<file path="src/rtl/pwm_rx.sv">
// pwm_rx: recovers the duty level of a 2^WIDTH-clock PWM stream and flags bad periods.
// Optional glitch filter on the synchronized input: define PWM_RX_GLITCH_FILTER_EN.
module pwm_rx #(
  parameter int unsigned WIDTH  = 6,
  parameter bit          INVERT = 1'b0
) (
  input  logic             clk,
  input  logic             reset,
  input  logic             pwm_in,
  output logic [WIDTH-1:0] level,
  output logic             valid,
  output logic             period_err,
  output logic             locked
);

  localparam int unsigned PW = WIDTH + 2;
  localparam int unsigned HW = WIDTH + 1;

  localparam logic [PW-1:0] P_ONE = PW'(1);
  localparam logic [HW-1:0] H_ONE = HW'(1);
  localparam logic [PW-1:0] P_NOM = P_ONE << WIDTH;
  localparam logic [PW-1:0] P_TMO = P_ONE << (WIDTH + 1);
  localparam logic [PW-1:0] P_MAX = '1;
  localparam logic [HW-1:0] H_MAX = '1;

  typedef enum logic [1:0] {
    SEEK  = 2'd0,
    TRACK = 2'd1,
    STUCK = 2'd2
  } state_t;

  state_t state_q, state_d;

  logic [1:0]       sync_q;
  logic             synced;
  logic             s_q, s_d;
  logic             s_prev_q;
  logic             rise;
  logic             tmo;

  logic [PW-1:0]    p_cnt_q, p_cnt_d;
  logic [HW-1:0]    h_cnt_q, h_cnt_d;

  logic [WIDTH-1:0] level_q, level_d;
  logic [WIDTH-1:0] meas_lvl;
  logic             valid_q, valid_d;
  logic             err_q, err_d;
  logic             locked_q, locked_d;

  assign synced = sync_q[1];

  always_ff @(posedge clk or posedge reset) begin
    if (reset) begin
      sync_q <= '0;
    end else begin
      sync_q <= {sync_q[0], pwm_in};
    end
  end

`ifdef PWM_RX_GLITCH_FILTER_EN
  logic [1:0] hist_q;
  logic       stable;

  always_ff @(posedge clk or posedge reset) begin
    if (reset) begin
      hist_q <= '0;
    end else begin
      hist_q <= {hist_q[0], synced};
    end
  end

  // Follow the input only once three consecutive samples agree.
  assign stable = (synced == hist_q[0]) && (synced == hist_q[1]);
  assign s_d    = stable ? (synced ^ INVERT) : s_q;
`else
  assign s_d = synced ^ INVERT;
`endif

  always_ff @(posedge clk or posedge reset) begin
    if (reset) begin
      s_q      <= 1'b0;
      s_prev_q <= 1'b0;
    end else begin
      s_q      <= s_d;
      s_prev_q <= s_q;
    end
  end

  assign rise = s_q & ~s_prev_q;
  assign tmo  = (p_cnt_q == P_TMO);

  // The rise cycle itself is the first clock of the new period.
  always_comb begin
    p_cnt_d = p_cnt_q;
    h_cnt_d = h_cnt_q;
    if (rise) begin
      p_cnt_d = P_ONE;
      h_cnt_d = H_ONE;
    end else begin
      if (p_cnt_q != P_MAX) begin
        p_cnt_d = p_cnt_q + P_ONE;
      end
      if (s_q && (h_cnt_q != H_MAX)) begin
        h_cnt_d = h_cnt_q + H_ONE;
      end
    end
  end

  always_ff @(posedge clk or posedge reset) begin
    if (reset) begin
      p_cnt_q <= '0;
      h_cnt_q <= '0;
    end else begin
      p_cnt_q <= p_cnt_d;
      h_cnt_q <= h_cnt_d;
    end
  end

  // High time can only reach 2^WIDTH without a falling edge; clamp to full scale.
  assign meas_lvl = h_cnt_q[WIDTH] ? '1 : h_cnt_q[WIDTH-1:0];

  always_comb begin
    state_d  = state_q;
    level_d  = level_q;
    valid_d  = 1'b0;
    err_d    = 1'b0;
    locked_d = locked_q;
    unique case (state_q)
      SEEK: begin
        if (rise) begin
          state_d = TRACK;
        end else if (tmo) begin
          level_d  = s_q ? '1 : '0;
          valid_d  = 1'b1;
          locked_d = 1'b0;
          state_d  = STUCK;
        end
      end
      TRACK: begin
        if (rise) begin
          if (p_cnt_q == P_NOM) begin
            level_d  = meas_lvl;
            valid_d  = 1'b1;
            locked_d = 1'b1;
          end else begin
            err_d    = 1'b1;
            locked_d = 1'b0;
          end
        end else if (tmo) begin
          level_d  = s_q ? '1 : '0;
          valid_d  = 1'b1;
          locked_d = 1'b0;
          state_d  = STUCK;
        end
      end
      STUCK: begin
        if (rise) begin
          state_d = TRACK;
        end
      end
      default: begin
        state_d = SEEK;
      end
    endcase
  end

  always_ff @(posedge clk or posedge reset) begin
    if (reset) begin
      state_q  <= SEEK;
      level_q  <= '0;
      valid_q  <= 1'b0;
      err_q    <= 1'b0;
      locked_q <= 1'b0;
    end else begin
      state_q  <= state_d;
      level_q  <= level_d;
      valid_q  <= valid_d;
      err_q    <= err_d;
      locked_q <= locked_d;
    end
  end

  assign level      = level_q;
  assign valid      = valid_q;
  assign period_err = err_q;
  assign locked     = locked_q;

endmodule

</file>
<file path="config.mk">
export PLATFORM = sky130hd
export DESIGN_NAME = pwm_rx
export DESIGN_NICKNAME = d
export VERILOG_FILES = /design/src/rtl/pwm_rx.sv
export SDC_FILE = /design/constraint.sdc
export NUM_CORES = 1
export LEC_CHECK = 0
export BUFFER_PORTS_ARGS = -buffer_cell sky130_fd_sc_hd__buf_2
export CAP_MARGIN = 40
export CORE_ASPECT_RATIO = 1.1
export CORE_MARGIN = 1
export CORE_UTILIZATION = 63
export DETAILED_ROUTE_END_ITERATION = 10
export HOLD_SLACK_MARGIN = 0.12
export PLACE_DENSITY = 0.89
export SKIP_CTS_REPAIR_TIMING = 1
export SYNTH_ARGS = -nofsm -noshare
export SYNTH_HDL_FRONTEND = slang
export SYNTH_SLANG_ARGS = --single-unit
</file>
<file path="constraint.sdc">
create_clock -name clk -period 3.23 [get_ports clk]
set_clock_uncertainty 0.2 [all_clocks]
set_input_delay 0.8075 -clock clk [delete_from_list [all_inputs] [get_ports clk]]
set_output_delay 0.8075 -clock clk [all_outputs]
set_load 0.1 [all_outputs]
</file>
# Word level (Yosys, flattened, before mapping)

Index checks and enable logic that the tools add are counted.

Bits in registers: 30
Input bits: 3
Output and inout port bits: 9

Add/subtract/negate cells: 2
Equal/unequal tests: 10
Mux-type cells: 28
Bitwise logic cells: 2
Reduce and logical (&&, ||, !) cells: 8

Operator list:

| operator                                                               | count |
|---|---|
| 6-bit two-way mux                                                      | 6 |
| 8-bit two-way mux                                                      | 2 |
| 7-bit two-way mux                                                      | 2 |
| 6-bit one-hot mux with 2 select lines                                  | 1 |
| 1-bit two-way mux                                                      | 10 |
| 8-bit by 1-bit adder with 8-bit output (second input constant)         | 1 |
| 8-bit by 7-bit equality test with 1-bit output (second input constant) | 1 |
| 8-bit equality test (second input constant)                            | 1 |
| 2-bit two-way mux                                                      | 4 |
| 8-bit != test (second input constant)                                  | 1 |
| 7-bit by 1-bit adder with 7-bit output (second input constant)         | 1 |
| 7-bit != test (second input constant)                                  | 1 |
| 2-bit != test (second input constant)                                  | 3 |
| 2-bit one-hot mux with 3 select lines                                  | 1 |
| 2-bit nonzero test                                                     | 3 |
| 1-bit one-hot mux with 2 select lines                                  | 2 |
| 2-bit AND reduction                                                    | 2 |
| 3-bit != test (second input constant)                                  | 1 |
| 3-bit AND reduction                                                    | 1 |
| 2-bit by 1-bit equality test with 1-bit output (second input constant) | 1 |
| 2-bit equality test (second input constant)                            | 1 |
| 2-bit logical NOT                                                      | 1 |
| 1-bit AND                                                              | 1 |
| 1-bit logical AND                                                      | 1 |
| 1-bit inverter                                                         | 1 |

# Logic depth before layout (Yosys ltp)

Gate-level depths: netlist of the first run.

Word-level depth: 4
Mapped depth: 6
Depth with buffers taken out: 6

# Worst setup path before layout of the first run

OpenSTA, ideal clock, no wires.

Kind: register -> output
Start point: register level_q[0] (netlist: level[0])
End point: output port level[0]
Arrival time: 0.924 ns
Required time: 2.223 ns
Slack: 1.299 ns
Stages on the path, launching flop included: 1
Buffers on the path: 0
Cell sequence: dfrtp_1

RTL lines:

| element                | RTL line | text |
|---|---|---|
| from (decl)            | 44       | `logic [WIDTH-1:0] level_q, level_d;` |
| from (signal assigned) | 176      | `level_q <= level_d;` |
| to (decl)              | 10       | `output logic [WIDTH-1:0] level,` |

No word-level cell between the ends.

# Worst setup path in the final report of the first run

Start point: register level_q[3] (netlist: level[3])
End point: output port level[3]

No word-level cell between the ends.

==> impl_summary.log, run 1 <==
[metrics] Hold Fails Final Rpt: 0
[metrics] placed cell area: 0.00161 sq mm
[metrics] routed wire length per instance: 15.4 microns
[metrics] wirelength, routed: 2990 microns
[metrics] area occupied by registers: 751 sq um
[metrics] proportion of synthesized area in mux cells: 0.0334
[metrics] status: complete, no violations
[metrics] sequential share of power: 0.537
[metrics] share of synthesized flip-flops with an asynchronous set or reset: 1.00
[metrics] # nets final: 169
[metrics] slew at the pin closest to its max-slew limit: 0.492 ns
[metrics] most frequently used flop master after synthesis: sky130_fd_sc_hd__dfrtp_1
[metrics] max-capacitance violation count: 0
[metrics] vias: 1,256
[metrics] switching power: 0.000250 W
[metrics] data arrival time of the critical path: approximately 1.2 ns
[metrics] class of the most critical hold timing path: flop to flop
[metrics] worst-path cell chain: buf_2
[metrics] final setup fails: 0
[metrics] pin count of the biggest net entering global routing: 31
[metrics] CTS sink cnt: 30
[metrics] count of mapped cells out of synthesis: 148
[metrics] post-placement cell count: around 190
[metrics] post-route cell area: 0.00169 sq mm
[metrics] number of cell rows: 18
[metrics] maximum root-to-sink buffer count: 2
[metrics] All-Layer GR Usage: 0.272
[metrics] dpl hpwl: 1990 microns
[metrics] clock tree from TritonCTS: done
[metrics] Worst path slowest cell: sky130_fd_sc_hd__buf_2
[metrics] area of the multi-input gates: 714 sq um
[metrics] top cell family by delay on the critical path: buffers and inverters
[metrics] GRT met3 Usage: 0.0932
[metrics] Clk Tree Root Cell: sky130_fd_sc_hd__clkbuf_4
[metrics] launching element type of the critical path: flop
[metrics] EDFF count, synth: 0
[metrics] met2 track demand over resource in global routing: 0.441
[metrics] vertical die dimension: 53.8 microns
[metrics] critical path required time: 2.22 ns
[metrics] total power: 0.000849 W
[metrics] area share of and/or/nand/nor cells after synthesis: 0.188
[metrics] net count of the mapped netlist: 154
[metrics] clock latency at the later pin of the worst-skew pair: 0.33 ns
[metrics] combinational family with the most area after synthesis: compound AO/OA/AOI/OAI gates
[metrics] Pleak: 0.777 nW
[metrics] 1st-pass router iterations: 4
[metrics] switching fraction of total power: 0.294
[metrics] flops & latches, synth: 30
[metrics] clock-pin slew on the worst setup and hold paths: roughly 0.1 ns
[metrics] accumulated negative setup slack: 0 ns
[metrics] vias in the first global route: 1,182
[metrics] Clock Power Share: 0.322
[metrics] category of the most critical setup path: flop to primary output
[metrics] Relative slew margins: 0.674
[metrics] cell-internal power: 0.000599 W
[metrics] RSZ-0062 raised after global routing: false
[metrics] Synth Area in Compound Gates: 0.208
[metrics] worst slack on hold paths: 0.153 ns
[metrics] DRC violations left: 0
[metrics] floorplan die width: around 49 microns
[metrics] minimum clock period: between 2 and 2.5 ns
[metrics] worst-path fanout max: 3
[metrics] number of buffer and inverter stages on the critical path: 1
[metrics] initial antenna violation count: 0
[metrics] layer with the highest usage: met2
[metrics] number of DRC markers in iteration 0: 35
[metrics] xor and xnor area share after synthesis: 0.0114
[metrics] vias per cell: 6.47
[metrics] gp weighted congestion: 0.861
[metrics] P&R area growth vs syn: 10.2%
[metrics] part of the power in combinational logic: 0.141
[metrics] Seq/Total Area, Yosys: 0.489
[metrics] global-route met1 utilization: 0.327
[metrics] I/O pins: 12
[metrics] synthesized-area fraction occupied by adder cells: 0.0244
[metrics] final period utilization: 0.681
[metrics] yosys synthesis warning count: 0
[metrics] PortBufs: 11
[metrics] number of H-tree levels: 2
[metrics] power density over the cells: 501 mW/mm^2
[metrics] area of the mapped netlist: between 0.0015 and 0.002 sq mm
[metrics] number of inserted diodes: 0
[metrics] global-route congestion overflow total: 0
[metrics] cts bufs inserted: 5
[metrics] maximum ir drop on the vdd rail: about 0.49 mV
[metrics] initial standard-cell utilization of the core: 0.675
[metrics] maximum single-stage delay on the critical path: 0.45 ns
[metrics] core box area: about 0.0023 sq mm
[metrics] Avg Cell Area, Syn: around 10 sq um
[metrics] Total Die Area: 0.00264 sq mm
[metrics] number of antenna-violating nets in the routed design: 0
[metrics] number of inserted filler cells in the final layout: 153
[metrics] first-pass GRT wire length: 5240 microns
[metrics] Slew Viols, Final: 0
[metrics] Crit. End Element: primary output
[metrics] number of different library cells in the post-synthesis netlist: 40
[metrics] post-route non-filler standard cell count: 194
[metrics] ratio of cells with drive above 1 in the final layout: 0.177
[metrics] upper clock frequency limit: 455 MHz
-- per-layer routing --
layer  vias up  part of all wire
met1       630              0.43
met4         0             0.014
met3         6             0.053
li1        581                 -
met2        39              0.51
met5         -                 0
-- Yosys cell counts, types with 2 or more instances --
cell type / n / area, sq um
sky130_fd_sc_hd__dfrtp_1: 30 / 751
sky130_fd_sc_hd__a21oi_1: 13 / 65.1
sky130_fd_sc_hd__inv_1: 13 / 48.8
sky130_fd_sc_hd__nor2_1: 10 / 37.5
sky130_fd_sc_hd__nand2_1: 8 / 30.0
sky130_fd_sc_hd__o211ai_1: 6 / 45.0
sky130_fd_sc_hd__o21ai_1: 6 / 30.0
sky130_fd_sc_hd__a31oi_1: 5 / 31.3
sky130_fd_sc_hd__mux2i_1: 4 / 40.0
sky130_fd_sc_hd__nand4_1: 4 / 25.0
sky130_fd_sc_hd__o211ai_2: 4 / 50.1
sky130_fd_sc_hd__o22ai_1: 4 / 25.0
sky130_fd_sc_hd__and4_1: 3 / 26.3
sky130_fd_sc_hd__clkbuf_1: 3 / 11.3
sky130_fd_sc_hd__ha_1: 3 / 37.5
sky130_fd_sc_hd__nor2b_1: 3 / 18.8
sky130_fd_sc_hd__a211oi_1: 2 / 15.0
sky130_fd_sc_hd__and3_1: 2 / 12.5
sky130_fd_sc_hd__nand3_1: 2 / 10.0
sky130_fd_sc_hd__nand3b_1: 2 / 15.0
sky130_fd_sc_hd__o21ai_0: 2 / 10.0
-- cell usage in the layout, fill, tap and decap left out, types with 2 or more instances in the layout --
| cell | instances |
|---|---|
| sky130_fd_sc_hd__a31oi_1 | 5 |
| sky130_fd_sc_hd__nor2b_1 | 3 |
| sky130_fd_sc_hd__clkbuf_4 | 5 |
| sky130_fd_sc_hd__dfrtp_1 | 30 |
| sky130_fd_sc_hd__nand4_1 | 4 |
| sky130_fd_sc_hd__o211ai_1 | 6 |
| sky130_fd_sc_hd__a211oi_1 | 2 |
| sky130_fd_sc_hd__buf_2 | 11 |
| sky130_fd_sc_hd__ha_1 | 3 |
| sky130_fd_sc_hd__o211ai_2 | 4 |
| sky130_fd_sc_hd__nor2_1 | 10 |
| sky130_fd_sc_hd__o21ai_1 | 6 |
| sky130_fd_sc_hd__o22ai_1 | 4 |
| sky130_fd_sc_hd__and3_1 | 2 |
| sky130_fd_sc_hd__and4_1 | 3 |
| sky130_fd_sc_hd__nand3b_1 | 2 |
| sky130_fd_sc_hd__inv_1 | 13 |
| sky130_fd_sc_hd__o21ai_0 | 2 |
| sky130_fd_sc_hd__nand3_1 | 2 |
| sky130_fd_sc_hd__nand2_1 | 8 |
| sky130_fd_sc_hd__mux2i_1 | 4 |
| sky130_fd_sc_hd__a21oi_1 | 13 |
| sky130_fd_sc_hd__clkbuf_8 | 3 |
-- cell type report --
class / instances / share of cell area
sequential: 30 / 0.443
multi-input combinational: 101 / 0.422
clock buffer: 8 / 0.0466
timing repair buffer: 12 / 0.0370
inverter: 13 / 0.0288
tap: 30 / 0.0222
-- power groups by stage --
| stage | logic, W | clock network (W) | registers (W) |
|---|---|---|---|
| 5_1_grt | 0.000138 | 0.000295 | 0.000462 |
| 3_3_place_gp | 0.000112 | 0 | 0.000458 |
| 6_report | 0.000120 | 0.000274 | 0.000456 |
| 3_5_place_dp | 0.000118 | 0 | 0.000461 |
| 2_1_floorplan | 0.0000942 | 0 | 0.000453 |
| 4_1_cts | 0.000120 | 0.000277 | 0.000454 |
-- registers in the layout, indices dropped and copies added, names as in the netlist, 2 cells and up --
register / count
h_cnt_q: 7
p_cnt_q: 8
level: 6
sync_q: 2
state_q: 2
-- metrics by stage --
stage | setup WS (ns) | util
global placement | 1.25 | 0.710
CTS | 1.04 | 0.744
floorplan | 1.30 | -
detailed placement | 1.19 | 0.710
finish | 1.03 | 0.744
global route | 0.990 | 0.744
-- worst paths after layout --
kind | from | endpoint | slack [ns] | cells past startpoint
worst max-delay path | level[3] | level[3] | 1.03 | 1
worst min-delay path | sync_q[1] | s_q | 0.15 | 0
worst max register to register | p_cnt_q[0] | level[1] | 1.16 | 6
worst min register to register | sync_q[1] | s_q | 0.15 | 0
max in group asynchronous | reset | p_cnt_q[4] | 2.23 | 3
min in group asynchronous | reset | h_cnt_q[4] | 0.32 | 3
-- cell families after synthesis --
| kind of cell | after synthesis |
|---|---|
| fa+ha+maj | 3 |
| simple gates | 44 |
| buf+inv | 17 |
| mux | 5 |
| xor+xnor | 2 |
| compound gates | 47 |
| flops | 30 |
No activity file was read; power rests on OpenSTA's default activity.
==> run 2, diff against run 1 <==
--- a/config.mk
+++ b/config.mk
@@ -9,10 +9,10 @@
 export CAP_MARGIN = 40
 export CORE_ASPECT_RATIO = 1.1
 export CORE_MARGIN = 1
-export CORE_UTILIZATION = 63
+export CORE_UTILIZATION = 58
 export DETAILED_ROUTE_END_ITERATION = 10
 export HOLD_SLACK_MARGIN = 0.12
-export PLACE_DENSITY = 0.89
+export PLACE_DENSITY = 0.83
 export SKIP_CTS_REPAIR_TIMING = 1
 export SYNTH_ARGS = -nofsm -noshare
 export SYNTH_HDL_FRONTEND = slang
==> constraint.sdc (replaced) <==
create_clock -name clk -period 2.12 [get_ports clk]
set_clock_uncertainty 0.2 [all_clocks]
set_input_delay 0.53 -clock clk [delete_from_list [all_inputs] [get_ports clk]]
set_output_delay 0.53 -clock clk [all_outputs]
set_load 0.1 [all_outputs]
==> run 2 against run 1 <==
  * Register-to-register slack got worse by 0.95 ns
  * Total power rose by 46%
  * Count of clock-buffer cells in the layout fell by 1
  * Via count fell by 2.4%
  * Sequential cell count did not move
  * Non-clock buffer count rose by 5
  * Combinational power rose by 57%
  * Sequential power rose by 52%
  * Largest power group unchanged
  * Critical path depth did not move
==> impl_summary.log, run 2 (synthesis results as in run 1) <==
[metrics] Worst path slowest cell: sky130_fd_sc_hd__buf_2
[metrics] worst slack on hold paths: 0.158 ns (+0.00461 ns)
[metrics] Clock Power Share: 0.290 (-0.032)
[metrics] All-Layer GR Usage: 0.261 (-0.0104)
[metrics] status: complete, no violations
[metrics] Pleak: 0.790 nW (+1.8%)
[metrics] post-placement cell count: 190 (+2.2%)
[metrics] # nets final: 174 (+3.0%)
[metrics] upper clock frequency limit: 520 MHz
[metrics] final design utilization: 0.688 (-0.0560)
[metrics] P&R area growth vs syn: 11.8%
[metrics] class of the most critical hold timing path: flop to flop
[metrics] part of the power in combinational logic: 0.152 (+0.011)
[metrics] global-route congestion overflow total: 0 (unchanged)
[metrics] pin count of the biggest net entering global routing: 31 (unchanged)
[metrics] initial antenna violation count: 0 (unchanged)
[metrics] wirelength, routed: 3110 microns (+4.2%)
[metrics] top cell family by delay on the critical path: buffers and inverters
[metrics] gp weighted congestion: 0.837 (-2.8%)
[metrics] maximum ir drop on the vdd rail: 0.566 mV (+14%)
[metrics] data arrival time of the critical path: 1.19 ns (about the same)
[metrics] Hold Fails Final Rpt: 0 (unchanged)
[metrics] number of inserted filler cells in the final layout: 200 (+31%)
[metrics] max reg flops: 8 (unchanged)
[metrics] I/O pins: 12 (unchanged)
[metrics] number of inserted diodes: 0 (unchanged)
[metrics] PortBufs: 11 (unchanged)
[metrics] area occupied by registers: 751 sq um (unchanged)
[metrics] maximum root-to-sink buffer count: 2 (unchanged)
[metrics] final period utilization: 0.907
[metrics] switching fraction of total power: 0.311 (+0.0169)
[metrics] number of DRC markers in iteration 0: 26 (-26%)
[metrics] switching power: 0.000385 W (+54%)
[metrics] area of the multi-input gates: 714 sq um (unchanged)
[metrics] vias: 1,226 (-2.4%)
[metrics] ratio of cells with drive above 1 in the final layout: 0.183 (+0.00660)
[metrics] Crit. End Element: primary output
[metrics] post-route non-filler standard cell count: 200 (+3.1%)
[metrics] category of the most critical setup path: flop to primary output
[metrics] clock-pin slew on the worst setup and hold paths: 0.10 ns (about the same)
[metrics] top register by number of flip-flops: p_cnt_q
[metrics] critical path required time: 1.39 ns (-0.83 ns)
[metrics] cts bufs inserted: 5 (unchanged)
[metrics] Total Die Area: 0.00286 sq mm (+8.3%)
[metrics] max-capacitance violation count: 0 (unchanged)
[metrics] slew at the pin closest to its max-slew limit: 0.488 ns (-0.00412 ns)
[metrics] number of buffer and inverter stages on the critical path: 1 (unchanged)
[metrics] Relative slew margins: 0.677 (+0.00273)
[metrics] RSZ-0062 raised after global routing: false
[metrics] accumulated negative setup slack: 0 ns (unchanged)
[metrics] 1st-pass router iterations: 4 (unchanged)
[metrics] cell-internal power: 0.000852 W (+42%)
[metrics] number of cell rows: 19 (+1)
[metrics] routed wire length per instance: 15.6 microns (+1.1%)
[metrics] number of antenna-violating nets in the routed design: 0 (unchanged)
[metrics] worst-path fanout max: 3 (unchanged)
[metrics] minimum clock period: 1.92 ns
[metrics] vias per cell: 6.13 (-5.3%)
[metrics] first-pass GRT wire length: 5460 microns (+4.2%)
[metrics] initial standard-cell utilization of the core: 0.616 (-0.0599)
[metrics] final setup fails: 0 (unchanged)
[metrics] commonest cells after routing, fill and taps aside: 30 x sky130_fd_sc_hd__dfrtp_1, 13 x sky130_fd_sc_hd__inv_1, 13 x sky130_fd_sc_hd__a21oi_1, 11 x sky130_fd_sc_hd__buf_2, 10 x sky130_fd_sc_hd__nor2_1
[metrics] vertical die dimension: 56.0 microns (+4.1%)
[metrics] core box area: 0.00250 sq mm (+9.7%)
[metrics] clock tree from TritonCTS: done
[metrics] number of H-tree levels: 2 (unchanged)
[metrics] maximum single-stage delay on the critical path: 0.44 ns (about the same)
[metrics] launching element type of the critical path: flop
[metrics] vias in the first global route: 1,221 (+3.3%)
[metrics] sequential share of power: 0.558 (+0.021)
[metrics] CTS sink cnt: 30 (unchanged)
[metrics] power density over the cells: 720 mW/mm^2 (+44%)
[metrics] dpl hpwl: 2190 microns (+9.7%)
[metrics] floorplan die width: 51.1 microns (+4.1%)
[metrics] DRC violations left: 0 (unchanged)
[metrics] Clk Tree Root Cell: sky130_fd_sc_hd__clkbuf_4
[metrics] Slew Viols, Final: 0 (unchanged)
[metrics] worst-path cell chain: buf_2
[metrics] most common cell after layout, fill and taps aside: sky130_fd_sc_hd__dfrtp_1
[metrics] clock latency at the later pin of the worst-skew pair: 0.34 ns (about the same)
-- run 2: cell types whose count changed in the layout (fill, tap and decap cells not counted), sizes merged --
cell | before | now
buf | 12 | 15
clkbuf | 8 | 7
clkinv | 0 | 1
dlygate4sd3 | 0 | 2
-- run 2: layout make-up --
cell class | count | share of cell area
Timing Repair Buffer | 17 | 0.0612
Clock buffer | 7 | 0.0320
Multi-Input combinational cell | 101 | 0.416
Tap cell | 31 | 0.0226
Inverter | 13 | 0.0284
Clock inverter | 1 | 0.00291
Sequential cell | 30 | 0.437
-- run 2: through the flow --
stage / power, W / cell area (sq um) / setup WS (ns)
2_1_floorplan: 0.000833 / 1540 / 0.322
3_3_place_gp: 0.000871 / 1640 / 0.295
3_5_place_dp: 0.000886 / 1640 / 0.237
4_1_cts: 0.00125 / 1700 / 0.184
5_1_grt: 0.00131 / 1720 / 0.0379
6_report: 0.00124 / 1720 / 0.197
-- run 2: per-layer routing --
| metal | up-vias | track usage | share of wire | wire (microns) |
|---|---|---|---|---|
| met3 | 12 | 0.0683 | 0.038 | 118 |
| li1 | 591 | - | - | - |
| met4 | 0 | 0.183 | 0.033 | 102 |
| met2 | 29 | 0.372 | 0.46 | 1450 |
| met5 | - | 0 | 0 | 0 |
| met1 | 594 | 0.339 | 0.46 | 1450 |
-- run 2: final timing paths --
check | from | endpoint | slack, ns | cells after the start
worst max-delay path | level[3] | level[3] | 0.20 | 1
worst min-delay path | sync_q[0] | sync_q[1] | 0.16 | 0
worst max register to register | p_cnt_q[0] | level[1] | 0.21 | 7
worst min register to register | sync_q[0] | sync_q[1] | 0.16 | 0
max in group asynchronous | reset | p_cnt_q[5] | 0.84 | 4
min in group asynchronous | reset | h_cnt_q[0] | 0.59 | 4
-- run 2: power by group through the flow --
stage | registers [W] | logic [W] | clock network (W)
finish | 0.000691 | 0.000188 | 0.000359
global route | 0.000701 | 0.000217 | 0.000393
CTS | 0.000689 | 0.000186 | 0.000370
detailed placement | 0.000700 | 0.000185 | 0
global placement | 0.000695 | 0.000176 | 0
floorplan | 0.000690 | 0.000144 | 0
